==> config.mk <==
export PLATFORM = sky130hd
export DESIGN_NAME = fwd_scoreboard_flat
export DESIGN_NICKNAME = d
export VERILOG_FILES = /design/src/rtl/fwd_scoreboard_if.sv /design/src/rtl/fwd_scoreboard.sv /design/src/flat_wrapper.sv
export SDC_FILE = /design/constraint.sdc
export NUM_CORES = 1
export LEC_CHECK = 0
export ABC_AREA = 1
export BUFFER_PORTS_ARGS = -buffer_cell sky130_fd_sc_hd__buf_2
export CAP_MARGIN = 20
export CELL_PAD_IN_SITES_DETAIL_PLACEMENT = 0
export CELL_PAD_IN_SITES_GLOBAL_PLACEMENT = 1
export CORE_AREA = 2 2 80 82
export CTS_CLUSTER_DIAMETER = 150
export DETAILED_ROUTE_END_ITERATION = 10
export DIE_AREA = 0 0 82 84
export GPL_TIMING_DRIVEN = 0
export HOLD_SLACK_MARGIN = 0.1
export PLACE_DENSITY = 0.93
export SLEW_MARGIN = 20
export SYNTH_ARGS = -nofsm -noshare
export SYNTH_HDL_FRONTEND = slang
export SYNTH_SLANG_ARGS = --single-unit
==> constraint.sdc <==
create_clock -name clk_core -period 3.1 [get_ports clk_core]
set_input_delay 0.465 -clock clk_core [delete_from_list [all_inputs] [get_ports clk_core]]
set_output_delay 0.465 -clock clk_core [all_outputs]
set_load 0.01 [all_outputs]
==> src/rtl/fwd_scoreboard_if.sv <==
// Forwarding scoreboard types and the decode-side bundle.
// Decode drives the stage-advance controls and reads back source selects.
package fwd_pkg;

  typedef struct packed {
    logic ex;
    logic mem0;
    logic mem1;
  } fwd_type_t;

endpackage

interface fwd_if;
  import fwd_pkg::*;

  logic            de_pending;
  logic            de_adv;
  logic [4:0]      de_rs1;
  logic [4:0]      de_rs2;
  logic [4:0]      de_wb_reg;
  logic            de_load;
  logic            ex_adv;
  logic            mem0_adv;
  logic            mem1_adv;
  logic            ex_flush;
  logic            cnt_clr;
  fwd_type_t       fwd_rs1;
  fwd_type_t       fwd_rs2;
  logic            fwd_stall;
  logic [15:0]     stall_cnt;

  modport master (
    output de_pending,
    output de_adv,
    output de_rs1,
    output de_rs2,
    output de_wb_reg,
    output de_load,
    output ex_adv,
    output mem0_adv,
    output mem1_adv,
    output ex_flush,
    output cnt_clr,
    input  fwd_rs1,
    input  fwd_rs2,
    input  fwd_stall,
    input  stall_cnt
  );

  modport slave (
    input  de_pending,
    input  de_adv,
    input  de_rs1,
    input  de_rs2,
    input  de_wb_reg,
    input  de_load,
    input  ex_adv,
    input  mem0_adv,
    input  mem1_adv,
    input  ex_flush,
    input  cnt_clr,
    output fwd_rs1,
    output fwd_rs2,
    output fwd_stall,
    output stall_cnt
  );

endinterface

==> src/rtl/fwd_scoreboard.sv <==
// Tracks destinations in EX/M0/M1 and picks the youngest bypass source.
// Loads stall decode until their data reaches memory1.
module fwd_scoreboard
  import fwd_pkg::*;
(
  input  logic  clk_core,
  input  logic  reset_n,
  fwd_if.slave  sb
);

  typedef struct packed {
    logic       v;
    logic [4:0] rd;
    logic       ld;
  } slot_t;

  localparam slot_t SLOT_NONE = '0;
  localparam logic [15:0] CNT_MAX = 16'hFFFF;

  slot_t       ex_q;
  slot_t       ex_d;
  slot_t       m0_q;
  slot_t       m0_d;
  slot_t       m1_q;
  slot_t       m1_d;
  logic [15:0] stall_cnt_q;
  logic [15:0] stall_cnt_d;

  fwd_type_t   sel1;
  fwd_type_t   sel2;
  logic        ld1;
  logic        ld2;
  logic        stall;

  function automatic logic hit(
    input slot_t      s,
    input logic [4:0] rs
  );
    return s.v && (s.rd == rs) && (rs != 5'd0);
  endfunction

  function automatic fwd_type_t pick(
    input slot_t      e,
    input slot_t      m0,
    input slot_t      m1,
    input logic [4:0] rs
  );
    fwd_type_t f;
    f = '0;
    if (hit(e, rs)) begin
      f.ex = 1'b1;
    end else if (hit(m0, rs)) begin
      f.mem0 = 1'b1;
    end else if (hit(m1, rs)) begin
      f.mem1 = 1'b1;
    end
    return f;
  endfunction

  // Only the selected (youngest) producer decides the stall.
  function automatic logic sel_ld(
    input fwd_type_t f,
    input slot_t     e,
    input slot_t     m0,
    input slot_t     m1
  );
    return (f.ex & e.ld)
         | (f.mem0 & m0.ld)
         | (f.mem1 & m1.ld);
  endfunction

  always_comb begin
    sel1  = pick(ex_q, m0_q, m1_q, sb.de_rs1);
    sel2  = pick(ex_q, m0_q, m1_q, sb.de_rs2);
    ld1   = sel_ld(sel1, ex_q, m0_q, m1_q);
    ld2   = sel_ld(sel2, ex_q, m0_q, m1_q);
    stall = sb.de_pending & (ld1 | ld2);
  end

  always_comb begin
    ex_d = ex_q;
    if (sb.ex_flush) begin
      ex_d.v = 1'b0;
    end else if (sb.de_adv) begin
      ex_d.v  = 1'b1;
      ex_d.rd = sb.de_wb_reg;
      ex_d.ld = sb.de_load;
    end else if (sb.ex_adv) begin
      ex_d.v = 1'b0;
    end
  end

  always_comb begin
    m0_d = m0_q;
    if (sb.ex_adv && !sb.ex_flush) begin
      m0_d = ex_q;
    end else if (sb.mem0_adv) begin
      m0_d.v = 1'b0;
    end
  end

  // Data is forwardable once in memory1, so ld is dropped here.
  always_comb begin
    m1_d = m1_q;
    if (sb.mem0_adv) begin
      m1_d.v  = m0_q.v;
      m1_d.rd = m0_q.rd;
      m1_d.ld = 1'b0;
    end else if (sb.mem1_adv) begin
      m1_d.v = 1'b0;
    end
  end

  always_comb begin
    stall_cnt_d = stall_cnt_q;
    if (sb.cnt_clr) begin
      stall_cnt_d = '0;
    end else if (stall && (stall_cnt_q != CNT_MAX)) begin
      stall_cnt_d = stall_cnt_q + 16'd1;
    end
  end

  always_ff @(posedge clk_core or negedge reset_n) begin
    if (!reset_n) begin
      ex_q        <= SLOT_NONE;
      m0_q        <= SLOT_NONE;
      m1_q        <= SLOT_NONE;
      stall_cnt_q <= '0;
    end else begin
      ex_q        <= ex_d;
      m0_q        <= m0_d;
      m1_q        <= m1_d;
      stall_cnt_q <= stall_cnt_d;
    end
  end

  assign sb.fwd_rs1   = sel1;
  assign sb.fwd_rs2   = sel2;
  assign sb.fwd_stall = stall;
  assign sb.stall_cnt = stall_cnt_q;

endmodule

==> src/flat_wrapper.sv <==
// flat-port wrapper written by rule: the top's interface ports become plain ports
module fwd_scoreboard_flat import fwd_pkg::*;
  (clk_core, reset_n, sb_de_pending, sb_de_adv, sb_de_rs1, sb_de_rs2, sb_de_wb_reg, sb_de_load, sb_ex_adv, sb_mem0_adv, sb_mem1_adv, sb_ex_flush, sb_cnt_clr, sb_fwd_rs1, sb_fwd_rs2, sb_fwd_stall, sb_stall_cnt);
  fwd_if sb_i ();
  input  logic clk_core;
  input  logic reset_n;
  input wire logic [$bits(sb_i.de_pending)-1:0] sb_de_pending;
  input wire logic [$bits(sb_i.de_adv)-1:0] sb_de_adv;
  input wire logic [$bits(sb_i.de_rs1)-1:0] sb_de_rs1;
  input wire logic [$bits(sb_i.de_rs2)-1:0] sb_de_rs2;
  input wire logic [$bits(sb_i.de_wb_reg)-1:0] sb_de_wb_reg;
  input wire logic [$bits(sb_i.de_load)-1:0] sb_de_load;
  input wire logic [$bits(sb_i.ex_adv)-1:0] sb_ex_adv;
  input wire logic [$bits(sb_i.mem0_adv)-1:0] sb_mem0_adv;
  input wire logic [$bits(sb_i.mem1_adv)-1:0] sb_mem1_adv;
  input wire logic [$bits(sb_i.ex_flush)-1:0] sb_ex_flush;
  input wire logic [$bits(sb_i.cnt_clr)-1:0] sb_cnt_clr;
  output wire logic [$bits(sb_i.fwd_rs1)-1:0] sb_fwd_rs1;
  output wire logic [$bits(sb_i.fwd_rs2)-1:0] sb_fwd_rs2;
  output wire logic [$bits(sb_i.fwd_stall)-1:0] sb_fwd_stall;
  output wire logic [$bits(sb_i.stall_cnt)-1:0] sb_stall_cnt;
  assign sb_i.de_pending = sb_de_pending;
  assign sb_i.de_adv = sb_de_adv;
  assign sb_i.de_rs1 = sb_de_rs1;
  assign sb_i.de_rs2 = sb_de_rs2;
  assign sb_i.de_wb_reg = sb_de_wb_reg;
  assign sb_i.de_load = sb_de_load;
  assign sb_i.ex_adv = sb_ex_adv;
  assign sb_i.mem0_adv = sb_mem0_adv;
  assign sb_i.mem1_adv = sb_mem1_adv;
  assign sb_i.ex_flush = sb_ex_flush;
  assign sb_i.cnt_clr = sb_cnt_clr;
  assign sb_fwd_rs1 = sb_i.fwd_rs1;
  assign sb_fwd_rs2 = sb_i.fwd_rs2;
  assign sb_fwd_stall = sb_i.fwd_stall;
  assign sb_stall_cnt = sb_i.stall_cnt;
  fwd_scoreboard u_core (.clk_core(clk_core), .reset_n(reset_n), .sb(sb_i));
endmodule
# Yosys cells after proc, flatten, opt, wreduce, memory -nomap -nowiden
# Index checks and enable logic that the tools add are counted.
# W data, S select, Z words.
totals:
  ff_bits: 36
  input_bits: 25
  output_inout_bits: 23
  elab_cells: 67
op_classes:
  n_addsub: 1
  n_eq_ne: 7
  n_mux: 19
  bitwise_logic: 9
  reduce_logical: 22
ops:
  columns: ["op", "count"]
  rows:
  - ["$mux W16", 2]
  - ["$eq A5 B5 Y1", 6]
  - ["$add A16 B1 Y16 const B", 1]
  - ["$ne A16 B16 Y1 const B", 1]
  - ["$mux W1", 15]
  - ["$logic_and A1 B1 Y1", 14]
  - ["$reduce_bool A5 Y1", 2]
  - ["$reduce_bool A2 Y1", 3]
  - ["$and A1 B1 Y1", 5]
  - ["$mux W2", 2]
  - ["$or A1 B1 Y1", 3]
  - ["$reduce_bool A3 Y1", 1]
  - ["$reduce_and A2 Y1", 1]
  - ["$logic_not A1 Y1", 1]
  - ["$not A1 Y1", 1]

# Depth between registers and ports, before layout
# Gate-level depths: netlist (run 1).
depth:
  depth_word: 13
  mapped_depth: 16
  depth_no_buf: 15

# Worst setup path after synthesis (run 1)
# Ideal clock, no wire load.
synth_path:
  kind: "register to register"
  from: "register u_core.stall_cnt_q[0] (netlist: u_core.sb.stall_cnt[0])"
  to: "register u_core.stall_cnt_q[6] (netlist: u_core.sb.stall_cnt[6])"
  arrival_time_ns: 1.771
  required_ns: 2.984
  slack_ns: 1.213
  stages_incl_launch_ff: 14
  period_less_slack_ns: 1.887
  path_cell_list: "dfrtp_1 > ha_1 > nand3_2 > nor2_4 > nand2_4 > nor2_8 > nand2_4 > nor2_4 > nand4_2 > nand3_4 > nand2_4 > buf_8 > nand2_2 > nand2_2"
synth_via:
  elab_chain_len: 3
  word_cells_on_any_way: 6
  classes_between: "1 x add/sub; 1 x eq/ne; 2 x mux; 2 x reduce/logical"
synth_lines:
  columns: ["item", "line_no", "text"]
  rows:
  - ["start, declared", "fwd_scoreboard.sv:26", "logic [15:0] stall_cnt_q;"]
  - ["start signal, assigned", "fwd_scoreboard.sv:133", "stall_cnt_q <= stall_cnt_d;"]
  - ["$add A16 B1 Y16 / $ne A16 B16 Y1 (equally long branches)", "fwd_scoreboard.sv:119, fwd_scoreboard.sv:118", null]
  - ["$mux W16 / $logic_and A1 B1 Y1 (equally long branches)", "fwd_scoreboard.sv:118", "end else if (stall && (stall_cnt_q != CNT_MAX)) begin"]
  - ["$mux W16 / $reduce_bool A2 Y1 (equally long branches)", null, null]
# Parallel ways exist; a longest one is shown, timed or not. The select of a mux whose other input is x is not followed.
# A chain may end at the register's enable or synchronous reset.

# Final worst setup path (run 1)
layout_path:
  from: "register u_core.m0_q[4] (netlist name)"
  to: "output sb_fwd_stall"
layout_via:
  elab_chain_len: 9
  word_cells_on_any_way: 16
  classes_between: "2 x eq/ne; 4 x mux; 6 x bitwise; 4 x reduce/logical"
layout_lines:
  columns: ["item", "line_no", "text"]
  rows:
  - ["start, declared", "fwd_scoreboard.sv:22", "slot_t m0_q;"]
  - ["start signal, assigned", "fwd_scoreboard.sv:131", "m0_q <= m0_d;"]
  - ["$eq A5 B5 Y1", "fwd_scoreboard.sv:39", "return s.v && (s.rd == rs) && (rs != 5'd0);"]
  - ["$logic_and A1 B1 Y1 (2 in series)", "fwd_scoreboard.sv:39", null]
  - ["$mux W1", "fwd_scoreboard.sv:52", "end else if (hit(m0, rs)) begin"]
  - ["$mux W2", "fwd_scoreboard.sv:50", "if (hit(e, rs)) begin"]
  - ["$and A1 B1 Y1", "fwd_scoreboard.sv:68", "| (f.mem0 & m0.ld)"]
  - ["$or A1 B1 Y1", "fwd_scoreboard.sv:68", null]
  - ["$or A1 B1 Y1 *", "fwd_scoreboard.sv:77", "stall = sb.de_pending & (ld1 | ld2);"]
  - ["$and A1 B1 Y1 *", "fwd_scoreboard.sv:77", null]
  - ["end, declared", "flat_wrapper.sv:20", "output wire logic [$bits(sb_i.fwd_stall)-1:0] sb_fwd_stall;"]
# Mark *: on every way between the ends. The rest lies on a longest branch, timed or not.

==> results of run 1 <==
[state kept, by name, summed over array words and instances (netlist names)]
register and flops:
u_core.sb.stall_cnt 16, u_core.ex_q 7, u_core.m0_q 7, u_core.m1_q 6
[path summary, 6_finish.rpt]
| path | start | end | cells past startpoint |
|---|---|---|---|
| hold / removal | reset_n | u_core.sb.stall_cnt[9]$_DFFE_PN0P_ | 1 |
| setup / recovery | u_core.m0_q[4]$_DFFE_PN0P_ | sb_fwd_stall | 11 |
| min in group clk_core | sb_ex_flush | u_core.ex_q[6]$_DFFE_PN0P_ | 2 |
| max in group asynchronous | reset_n | u_core.m0_q[0]$_DFFE_PN0P_ | 1 |
| setup reg to reg | u_core.sb.stall_cnt[0]$_DFFE_PN0P_ | u_core.sb.stall_cnt[5]$_DFFE_PN0P_ | 13 |
| hold reg to reg | u_core.m0_q[0]$_DFFE_PN0P_ | u_core.m0_q[0]$_DFFE_PN0P_ | 2 |
[cells by family (layout without fill, tap and decap cells)]
family	Yosys count	count (layout)	share of synthesized area, %
AOI/OAI and AO/OA	33	33	7.59
xor gates and xnor gates	11	11	3.95
and+or+nand+nor	220	220	41.5
buffers and inverters	53	105	9.54
DFF	36	36	36.9
adders and majority gates	1	1	0.513
[where the power goes]
part | internal, mW | switching (mW) | leakage, nW
clock | 0.153 | 0.175 | 0.0410
combinational | 0.0847 | 0.142 | 1.10
sequential | 0.510 | 0.0389 | 0.460
total | 0.748 | 0.356 | 1.60
[routing by layer]
| layer | track usage [%] | vias to the layer above |
|---|---|---|
| li1 | - | 1215 |
| met1 | 23.7 | 1081 |
| met2 | 34.8 | 44 |
| met3 | 4.33 | 7 |
| met4 | 5.30 | 0 |
| met5 | 0 | - |
[worst max-delay path, cell delays in order, from the launching register on]
cell and delay (ns):
dfrtp_1 0.43, inv_1 0.07, nand2_1 0.06, nand2_1 0.04, nor2_1 0.09, nand2_1 0.06
nor2_1 0.16, nand2_1 0.12, nand2_1 0.07, nand2_1 0.09, a21boi_0 0.24, buf_2 0.18
[cell usage in the layout, fill, tap and decap left out, drive strengths merged, types with 2 or more instances in the layout]
cell type | netlist | final
clkbuf | 3 | 9
clkinv | 2 | 3
xnor2 | 6 | 6
xor2 | 5 | 5
buf | 4 | 49
nor3b | 2 | 2
nor2 | 42 | 42
dfrtp | 36 | 36
inv | 43 | 43
o2111ai | 2 | 2
a21oi | 11 | 11
nor4 | 2 | 2
nand4 | 4 | 4
nand2 | 139 | 139
nor3 | 7 | 7
a31oi | 2 | 2
o21ai | 14 | 14
nand3 | 23 | 23
[layout make-up]
cell class	count	area (um2)	share of cell area, %
buffer	8	63.8	2.25
clock buffer	6	72.6	2.56
clock inverter	1	5.00	0.176
inverter	45	169	5.95
multi-input combinational	265	1310	46.0
sequential	36	901	31.7
tap	77	96.3	3.40
timing repair buffer	45	225	7.94
==> flow_metrics.tcl, run 1 <==
set metrics [dict create \
    synth_fp_nets 380 \
    diodes 0 \
    ir_worst_vdd_mv 0.194 \
    route.detailed.drc 0 \
    cts_setup_buffers 0 \
    cts_made_buffers 5 \
    drv_slew 0 \
    synth-seq-cells 36 \
    fp-row-count 29 \
    core_area_mm2 0.00610 \
    top_layer_used "met4" \
    clock_latency_ns 0.29 \
    setup_tns_ns 0 \
    hold_viol_final 0 \
    cts-root-buf "clkbuf_8" \
    gp_congestion 0.842 \
    cts_hold_buf 0 \
    place_area_mm2 0.00276 \
    grt_overflow 0 \
    grt_max_degree 37 \
    io_pins 48 \
    dr.first_iter.drc_count 84 \
    routed_wl_um 6230 \
    fin_ws_ns 0.720 \
    syn_inst 354 \
    port_buffers 45 \
    dieHeight_um 84 \
    synth.most_common_cell "nand2_1" \
    max_cap_viol_count 0 \
    async_reset_ff_share_pct 100 \
    via_count 2347 \
    yosys.area.top_type "dfrtp_1" \
    wire_per_inst_um 12.9 \
    drive_above_1_share_pct 21.2 \
    path_class "reg -> out" \
    viasPerCell 4.86 \
    synth_top_cell_area_share_pct 36.9 \
    yosys-top-cells-area "dfrtp_1 (37%), nand2_1 (19%), nor2_1 (5.8%)" \
    cts_tree "yes" \
    antenna_found_initial 0 \
    cp.required_ns 2.63 \
    fin_skew_ns 0.00623 \
    synth_warnings 0 \
    hpwl_um 4720 \
    wl_met2_um 3110 \
    max_freq_ghz 0.420 \
    hold_class "in -> async" \
    wl_met3_um 252 \
    utilization_pct 46.6 \
    start_kind "register" \
    end_kind "primary output" \
    cts_resized 0 \
    grt_pass1_vias 2370 \
    path_clk_slew_ns 0.07 \
    power.density_mw_per_mm2 389 \
    period_needed_ns 2.38 \
    nNetsFinal 432 \
    dr.pass1.iters 4 \
    relSlewSlack_pct 42.4 \
    grt_use_total_pct 19.8 \
    synth.distinct_cells 36 \
    rrSetupSlack_ns 1.03 \
    final-setup-viol-count 0 \
    yosysSeqAreaShare_pct 36.9 \
    htreeDepth 2 \
    timing.hold.ws_ns 0.284 \
    avgSynthCellArea_um2 6.89 \
    ant_nets 0 \
    die_w_um 82 \
    fill_cells 661 \
    die_area_mm2 0.00689 \
    cp_max_fo 5 \
    dpl.cell_count 476 \
    rsz0062_at_grt "false" \
    post-route-period-util_pct 76.8 \
    yosys-top-cells-count "nand2_1 (123), nor2_1 (38), dfrtp_1 (36), inv_1 (35), nand3_1 (21)" \
    status "completed" \
    finalInstanceArea_mm2 0.00284 \
    stdcell_count 483 \
    syn-cell-area_mm2 0.00244 \
    pre_cts_slack_ns 0.798 \
    total_power_mw 1.10 \
    synth_ff_type "dfrtp_1" \
    initial_core_util_pct 40.0 \
    synth_edf_count 0 \
    grt_pass1_wl_um 10600 \
    synthToLayoutAreaGrowth_pct 16.4 \
    cts.path.max_buffers 2 \
    drt-met1-wl_um 2790 \
    leakagePower_nw 1.60 \
    clock-sinks 36 \
    worst_pin_slew_ns 0.863 \
    cp.arrival_ns 1.92 \
]
(Power assumes the default switching activity.)
==> run 2, diff against run 1 <==
--- a/config.mk
+++ b/config.mk
@@ -5,7 +5,7 @@
 export SDC_FILE = /design/constraint.sdc
 export NUM_CORES = 1
 export LEC_CHECK = 0
-export ABC_AREA = 1
+export ABC_AREA = 0
 export BUFFER_PORTS_ARGS = -buffer_cell sky130_fd_sc_hd__buf_2
 export CAP_MARGIN = 20
 export CELL_PAD_IN_SITES_DETAIL_PLACEMENT = 0
@@ -16,7 +16,7 @@
 export DIE_AREA = 0 0 82 84
 export GPL_TIMING_DRIVEN = 0
 export HOLD_SLACK_MARGIN = 0.1
-export PLACE_DENSITY = 0.93
+export PLACE_DENSITY = 0.84
 export SLEW_MARGIN = 20
 export SYNTH_ARGS = -nofsm -noshare
 export SYNTH_HDL_FRONTEND = slang
==> constraint.sdc (replaced) <==
create_clock -name clk_core -period 2.1 [get_ports clk_core]
set_input_delay 0.315 -clock clk_core [delete_from_list [all_inputs] [get_ports clk_core]]
set_output_delay 0.315 -clock clk_core [all_outputs]
set_load 0.01 [all_outputs]
==> run 2 against run 1 <==
Net effect: the flow now finishes with violations (setup timing); core utilization shrank 1.0 points; critical path depth shrank 5; combinational power grew 43%; cell count shrank 27%; via count shrank 22%.
==> flow_metrics.tcl, run 2 <==
set metrics [dict create \
    status "finished with violations" \
    violations "setup timing" \
    r2r-start "u_core.ex_q[4]$_DFFE_PN0P_" \
    diodes 0 \
    start_kind "register" \
    nNetsFinal 304 \
    post-route-period-util_pct 107 \
    cts_hold_buf 0 \
    leakagePower_nw 1.18 \
    layout_commonest_cell "buf_2" \
    swShare_pct 27.9 \
    place_area_mm2 0.00252 \
    synth_fp_nets 245 \
    cp.arrival_ns 1.93 \
    yosys-top-cells-area "dfrtp_1 (42%), mux2_2 (10%), xnor2_1 (8.9%)" \
    dieHeight_um 84 \
    grt_pass1_wl_um 8570 \
    ant_nets 0 \
    yosysSeqAreaShare_pct 41.7 \
    cts_made_buffers 5 \
    dpl.cell_count 342 \
    reg2regPathDepth 8 \
    period_needed_ns 2.25 \
    hold_viol_final 0 \
    wire_per_inst_um 14.6 \
    cts-root-buf "clkbuf_8" \
    final-setup-viol-count 18 \
    ir_worst_vdd_mv 0.459 \
    core_area_mm2 0.00610 \
    cp_max_fo 4 \
    syn-cell-area_mm2 0.00216 \
    synth_edf_count 0 \
    cts_tree "yes" \
    fp-row-count 29 \
    synth.most_common_cell "dfrtp_1" \
    relSlewSlack_pct 45.0 \
    largest_reg_flops 16 \
    htreeDepth 2 \
    hold_class "in -> async" \
    die_area_mm2 0.00689 \
    synth_xor_area_share_pct 12.6 \
    synth.distinct_cells 45 \
    regToRegEndpoint "u_core.sb.stall_cnt[10]$_DFFE_PN0P_" \
    stdcell_count 355 \
    drive_above_1_share_pct 39.2 \
    fin_ws_ns -0.149 \
    worst_pin_slew_ns 0.824 \
    routed_wl_um 5190 \
    grt_pass1_vias 1799 \
    combPwrFrac_pct 18.7 \
    synth_mux_area_share_pct 10.9 \
    synth_ff_type "dfrtp_1" \
    synth-seq-cells 36 \
    synth_top_family_by_area "simple AND/OR/NAND/NOR gates" \
    timing.hold.ws_ns 0.122 \
    grt_max_degree 37 \
    max_freq_ghz 0.445 \
    gp_congestion 0.865 \
    finalInstanceArea_mm2 0.00278 \
    rrSetupSlack_ns -0.12 \
    initial_core_util_pct 35.5 \
    synth_warnings 0 \
    fill_cells 590 \
    dr.first_iter.drc_count 74 \
    antenna_found_initial 0 \
    max_cap_viol_count 0 \
    p_switching_mw 0.482 \
    dr.pass1.iters 4 \
    drv_slew 0 \
    syn_inst 219 \
    route.detailed.drc 0 \
    yosys-top-cells-count "dfrtp_1 (36), xnor2_1 (22), mux2_2 (20), nor2_1 (15)" \
    end_kind "primary output" \
    synth-compound-area-share_pct 9.84 \
    viasPerCell 5.13 \
    rsz0062_at_grt "true" \
    grt_overflow 0 \
    path_clk_slew_ns 0.07 \
    cp.required_ns 1.78 \
    cts.path.max_buffers 2 \
    p_seq_share_pct 50.3 \
    synthAdderAreaFrac_pct 0.579 \
    port_buffers 46 \
    clock-sinks 36 \
    power.share.clock_pct 30.9 \
    setup_tns_ns -0.794 \
    avgSynthCellArea_um2 9.87 \
    clock_latency_ns 0.29 \
    total_power_mw 1.73 \
    die_w_um 82 \
    final_cell_mix "buf_2 (44), dfrtp_1 (35), xnor2_1 (22)" \
    path_class "reg -> out" \
    io_pins 48 \
    via_count 1820 \
    async_reset_ff_share_pct 100 \
    fin_skew_ns 0.00675 \
    yosys.area_share.simple_pct 21.5 \
    grt_use_total_pct 16.0 \
    p_int_mw 1.25 \
    synth_top_cell_area_share_pct 41.7 \
    hpwl_um 3800 \
    synthToLayoutAreaGrowth_pct 28.4 \
    power.density_mw_per_mm2 623 \
    yosys.area.top_type "dfrtp_1" \
]
==> run 2: changes by cell type after synthesis, sizes merged, moves of 5 or more <==
| cell | delta |
|---|---|
| inv | -35 |
| mux2 | +20 |
| nand2 | -129 |
| nand3 | -16 |
| nand4 | +8 |
| nor2 | -26 |
| nor3 | -5 |
| or3 | +8 |
| or4 | +5 |
| xnor2 | +16 |
==> run 2: worst max-delay path by stage <==
stage                     cells after the start                                  end                  startpoint
after global routing                          6                         sb_fwd_stall  u_core.ex_q[4]$_DFFE_PN0P_
after CTS                                     6                         sb_fwd_stall  u_core.ex_q[4]$_DFFE_PN0P_
after floorplan                               8  u_core.sb.stall_cnt[10]$_DFFE_PN0P_                sb_de_rs1[1]
after global placement                        9  u_core.sb.stall_cnt[10]$_DFFE_PN0P_                sb_de_rs1[1]
after detailed placement                      9  u_core.sb.stall_cnt[10]$_DFFE_PN0P_                sb_de_rs1[1]
final                                         6                         sb_fwd_stall  u_core.ex_q[4]$_DFFE_PN0P_
==> run 2: area by class of cell <==
class	instances	area, um2	share of cell area, %
flip-flops and latches	36	902	32.5
well taps	77	96.3	3.47
clock buffers	7	96.3	3.47
repair buffers	53	295	10.6
plain buffers	6	30.0	1.08
inverters	8	35.0	1.26
multi-input cells	168	1320	47.6
==> run 2: per-stage QoR <==
step                util [%]  worst slack (ns)
finish                  45.5            -0.149
global route            45.5            -0.247
CTS                     44.4            -0.132
detailed placement      41.3            -0.325
global placement        41.3            -0.309
floorplan                  -           -0.0489
==> run 2: routing by layer <==
metal / global-route usage [%] / share of wire (%)
met5: 0 / 0
met4: 3.64 / 0.85
met3: 3.25 / 4.8
met1: 21.1 / 45
met2: 26.5 / 50
==> run 2: timing repair <==
| action | 4_1_cts | 5_1_grt |
|---|---|---|
| setup endpoints to repair | 17 | 20 |
| resized for setup | 10 | 13 |
| gates cloned | 0 | 1 |
| setup buffers | 5 | 2 |
| pin swaps | 4 | 11 |
==> run 2: power by group through the flow <==
stage	combinational, mW	sequential, mW	clock [mW]
6_report	0.324	0.870	0.535
5_1_grt	0.361	0.883	0.572
4_1_cts	0.325	0.872	0.548
3_5_place_dp	0.304	0.885	0
3_3_place_gp	0.294	0.882	0
2_1_floorplan	0.226	0.855	0
==> run 2: critical path, stage by stage (launching register included) <==
cell	delay [ns]
dfrtp_1	0.43
xnor2_1	0.19
nand2_1	0.09
or3_4	0.41
a22oi_2	0.29
o21ai_4	0.09
buf_2	0.14
==> run 2: logic make-up (layout without fill, tap and decap cells) <==
group | after synthesis | count (layout)
AO/OA/AOI/OAI | 33 | 33
XOR/XNOR | 31 | 31
adder cells (fa/ha/maj) | 1 | 1
buffers and inverters | 15 | 74
flip-flops | 36 | 36
multiplexers | 21 | 21
AND/OR/NAND/NOR | 82 | 82
==> run 3, diff against run 2 <==
--- a/config.mk
+++ b/config.mk
@@ -8,9 +8,10 @@
 export ABC_AREA = 0
 export BUFFER_PORTS_ARGS = -buffer_cell sky130_fd_sc_hd__buf_2
 export CAP_MARGIN = 20
-export CELL_PAD_IN_SITES_DETAIL_PLACEMENT = 0
+export CELL_PAD_IN_SITES_DETAIL_PLACEMENT = 1
 export CELL_PAD_IN_SITES_GLOBAL_PLACEMENT = 1
 export CORE_AREA = 2 2 80 82
+export CTS_BUF_LIST = sky130_fd_sc_hd__clkbuf_4 sky130_fd_sc_hd__clkbuf_8 sky130_fd_sc_hd__clkbuf_16
 export CTS_CLUSTER_DIAMETER = 150
 export DETAILED_ROUTE_END_ITERATION = 10
 export DIE_AREA = 0 0 82 84
==> run 3 against run 2 <==
Net effect: the run still ends with setup timing left; register-to-register slack barely moved; sequential share of layout area fell by 0.33 points; die area did not move; clock power rose by 13%; via count rose by 5.1%; critical path depth did not move; power rose by 8.7%; setup slack got worse by 0.0083 ns; final area rose by 1.6%; worst hold slack barely moved; sequential power rose by 2%; non-clock buffer count did not move; critical path type unchanged; highest routed layer unchanged.
==> flow_metrics.tcl, run 3 (same netlist as run 2, synthesis figures left out) <==
set metrics [dict create \
    status "finished with violations" \
    violations "setup timing" \
    nNetsFinal 304 \
    max_freq_ghz 0.443 \
    fill_cells 721 \
    final_cell_mix "buf_2 (45), dfrtp_1 (31), mux2_2 (18)" \
    dr.first_iter.drc_count 50 \
    largest_reg_flops 16 \
    cp.required_ns 1.78 \
    layout_commonest_cell "buf_2" \
    via_count 1912 \
    core_area_mm2 0.00610 \
    ir_worst_vdd_mv 0.503 \
    cts.path.max_buffers 2 \
    utilization_pct 46.2 \
    period_needed_ns 2.26 \
    timing.hold.ws_ns 0.123 \
    cts_made_buffers 5 \
    grt_use_total_pct 18.5 \
    cp.arrival_ns 1.94 \
    dr.pass1.iters 4 \
    post-route-period-util_pct 107 \
    pre_cts_slack_ns -0.342 \
    regToRegEndpoint "u_core.sb.stall_cnt[10]$_DFFE_PN0P_" \
    route.detailed.drc 0 \
    setup_tns_ns -1.09 \
    grt_overflow 0 \
    wire_per_inst_um 17.1 \
    cts_hold_buf 0 \
    rsz0062_at_grt "true" \
    rrSetupSlack_ns -0.12 \
    path_class "reg -> out" \
    fin_skew_ns 0.00713 \
    die_area_mm2 0.00689 \
    grt_pass1_wl_um 9870 \
    initial_core_util_pct 35.5 \
    fp-row-count 29 \
    fin_ws_ns -0.157 \
    clock_latency_ns 0.29 \
    grt_pass1_vias 2030 \
    reg2regPathDepth 9 \
    start_kind "register" \
    viasPerCell 5.37 \
    power.density_mw_per_mm2 667 \
    r2r-start "u_core.ex_q[5]$_DFFE_PN0P_" \
    max_cap_viol_count 0 \
    end_kind "primary output" \
    final-setup-viol-count 13 \
    htreeDepth 2 \
    clock-sinks 36 \
    io_pins 48 \
    antenna_found_initial 0 \
    hold_viol_final 0 \
    ant_nets 0 \
    diodes 0 \
    grt_max_degree 37 \
    routed_wl_um 6080 \
    drv_slew 0 \
    cp_max_fo 4 \
    dieHeight_um 84 \
    hpwl_um 4400 \
    cts-root-buf "clkbuf_8" \
    relSlewSlack_pct 45.2 \
    die_w_um 82 \
    leakagePower_nw 1.21 \
    drive_above_1_share_pct 41.9 \
    path_clk_slew_ns 0.08 \
    hold_class "in -> async" \
    synthToLayoutAreaGrowth_pct 30.4 \
    cts_tree "yes" \
    worst_pin_slew_ns 0.822 \
    gp_congestion 0.865 \
    port_buffers 46 \
]
## run 3: cell types whose count changed in the layout (fill, tap and decap cells not counted), sizes merged
cell | before | now
clkinv | 0 | 1
clkbuf | 12 | 10
clkinvlp | 0 | 1
bufinv | 0 | 1
## run 3: power by group
group | switching, mW | internal, mW
clock | 0.254 | 0.351
combinational | 0.163 | 0.222
sequential | 0.117 | 0.773
## run 3: worst max path at each step
stage                                    start  slack [ns]                             endpoint  cells past startpoint
finish              u_core.ex_q[5]$_DFFE_PN0P_       -0.16                         sb_fwd_stall                      6
global route        u_core.ex_q[5]$_DFFE_PN0P_       -0.25                         sb_fwd_stall                      6
CTS                 u_core.ex_q[5]$_DFFE_PN0P_       -0.15                         sb_fwd_stall                      6
detailed placement                sb_de_rs1[2]       -0.34  u_core.sb.stall_cnt[10]$_DFFE_PN0P_                      9
global placement                  sb_de_rs1[1]       -0.31  u_core.sb.stall_cnt[10]$_DFFE_PN0P_                      9
floorplan                         sb_de_rs1[1]       -0.05  u_core.sb.stall_cnt[10]$_DFFE_PN0P_                      8
## run 3: critical path, cell delays in order, from the launching register on
cell,delay [ns]
dfrtp_2,0.48
xnor2_2,0.17
nand4_1,0.10
or3_4,0.37
a22oi_2,0.28
o21ai_4,0.11
buf_2,0.15
## run 3: metrics by stage
step                instance area [um2]  power, mW  cells
floorplan                          2190       1.08    219
global placement                   2520       1.18    342
detailed placement                 2520       1.20    342
CTS                                2700       1.85    354
global route                       2820       1.99    356
finish                             2820       1.88    356
## run 3: per-layer routing
layer	track usage, %	routed length [um]	vias up
met4	3.64	38	0
met3	3.68	220	5
met5	0	0	-
li1	-	-	903
met1	21.7	2450	965
met2	33.9	3380	39
## run 3: what timing repair did
action	in CTS	in global routing
pin swaps	3	6
gates cloned	0	0
resized for setup	7	23
buffers inserted	5	3
endpoints found under the setup margin	20	21
## run 3: layout make-up
cell class	instances	area, um2	area share (%)
Clock buffer	5	68.8	2.44
Tap cell	77	96.3	3.42
Timing Repair Buffer	53	297	10.5
Buffer	6	30.0	1.07
Multi-Input combinational cell	168	1350	47.7
Sequential cell	36	907	32.2
Inverter	8	32.5	1.15
Clock inverter	3	42.5	1.51
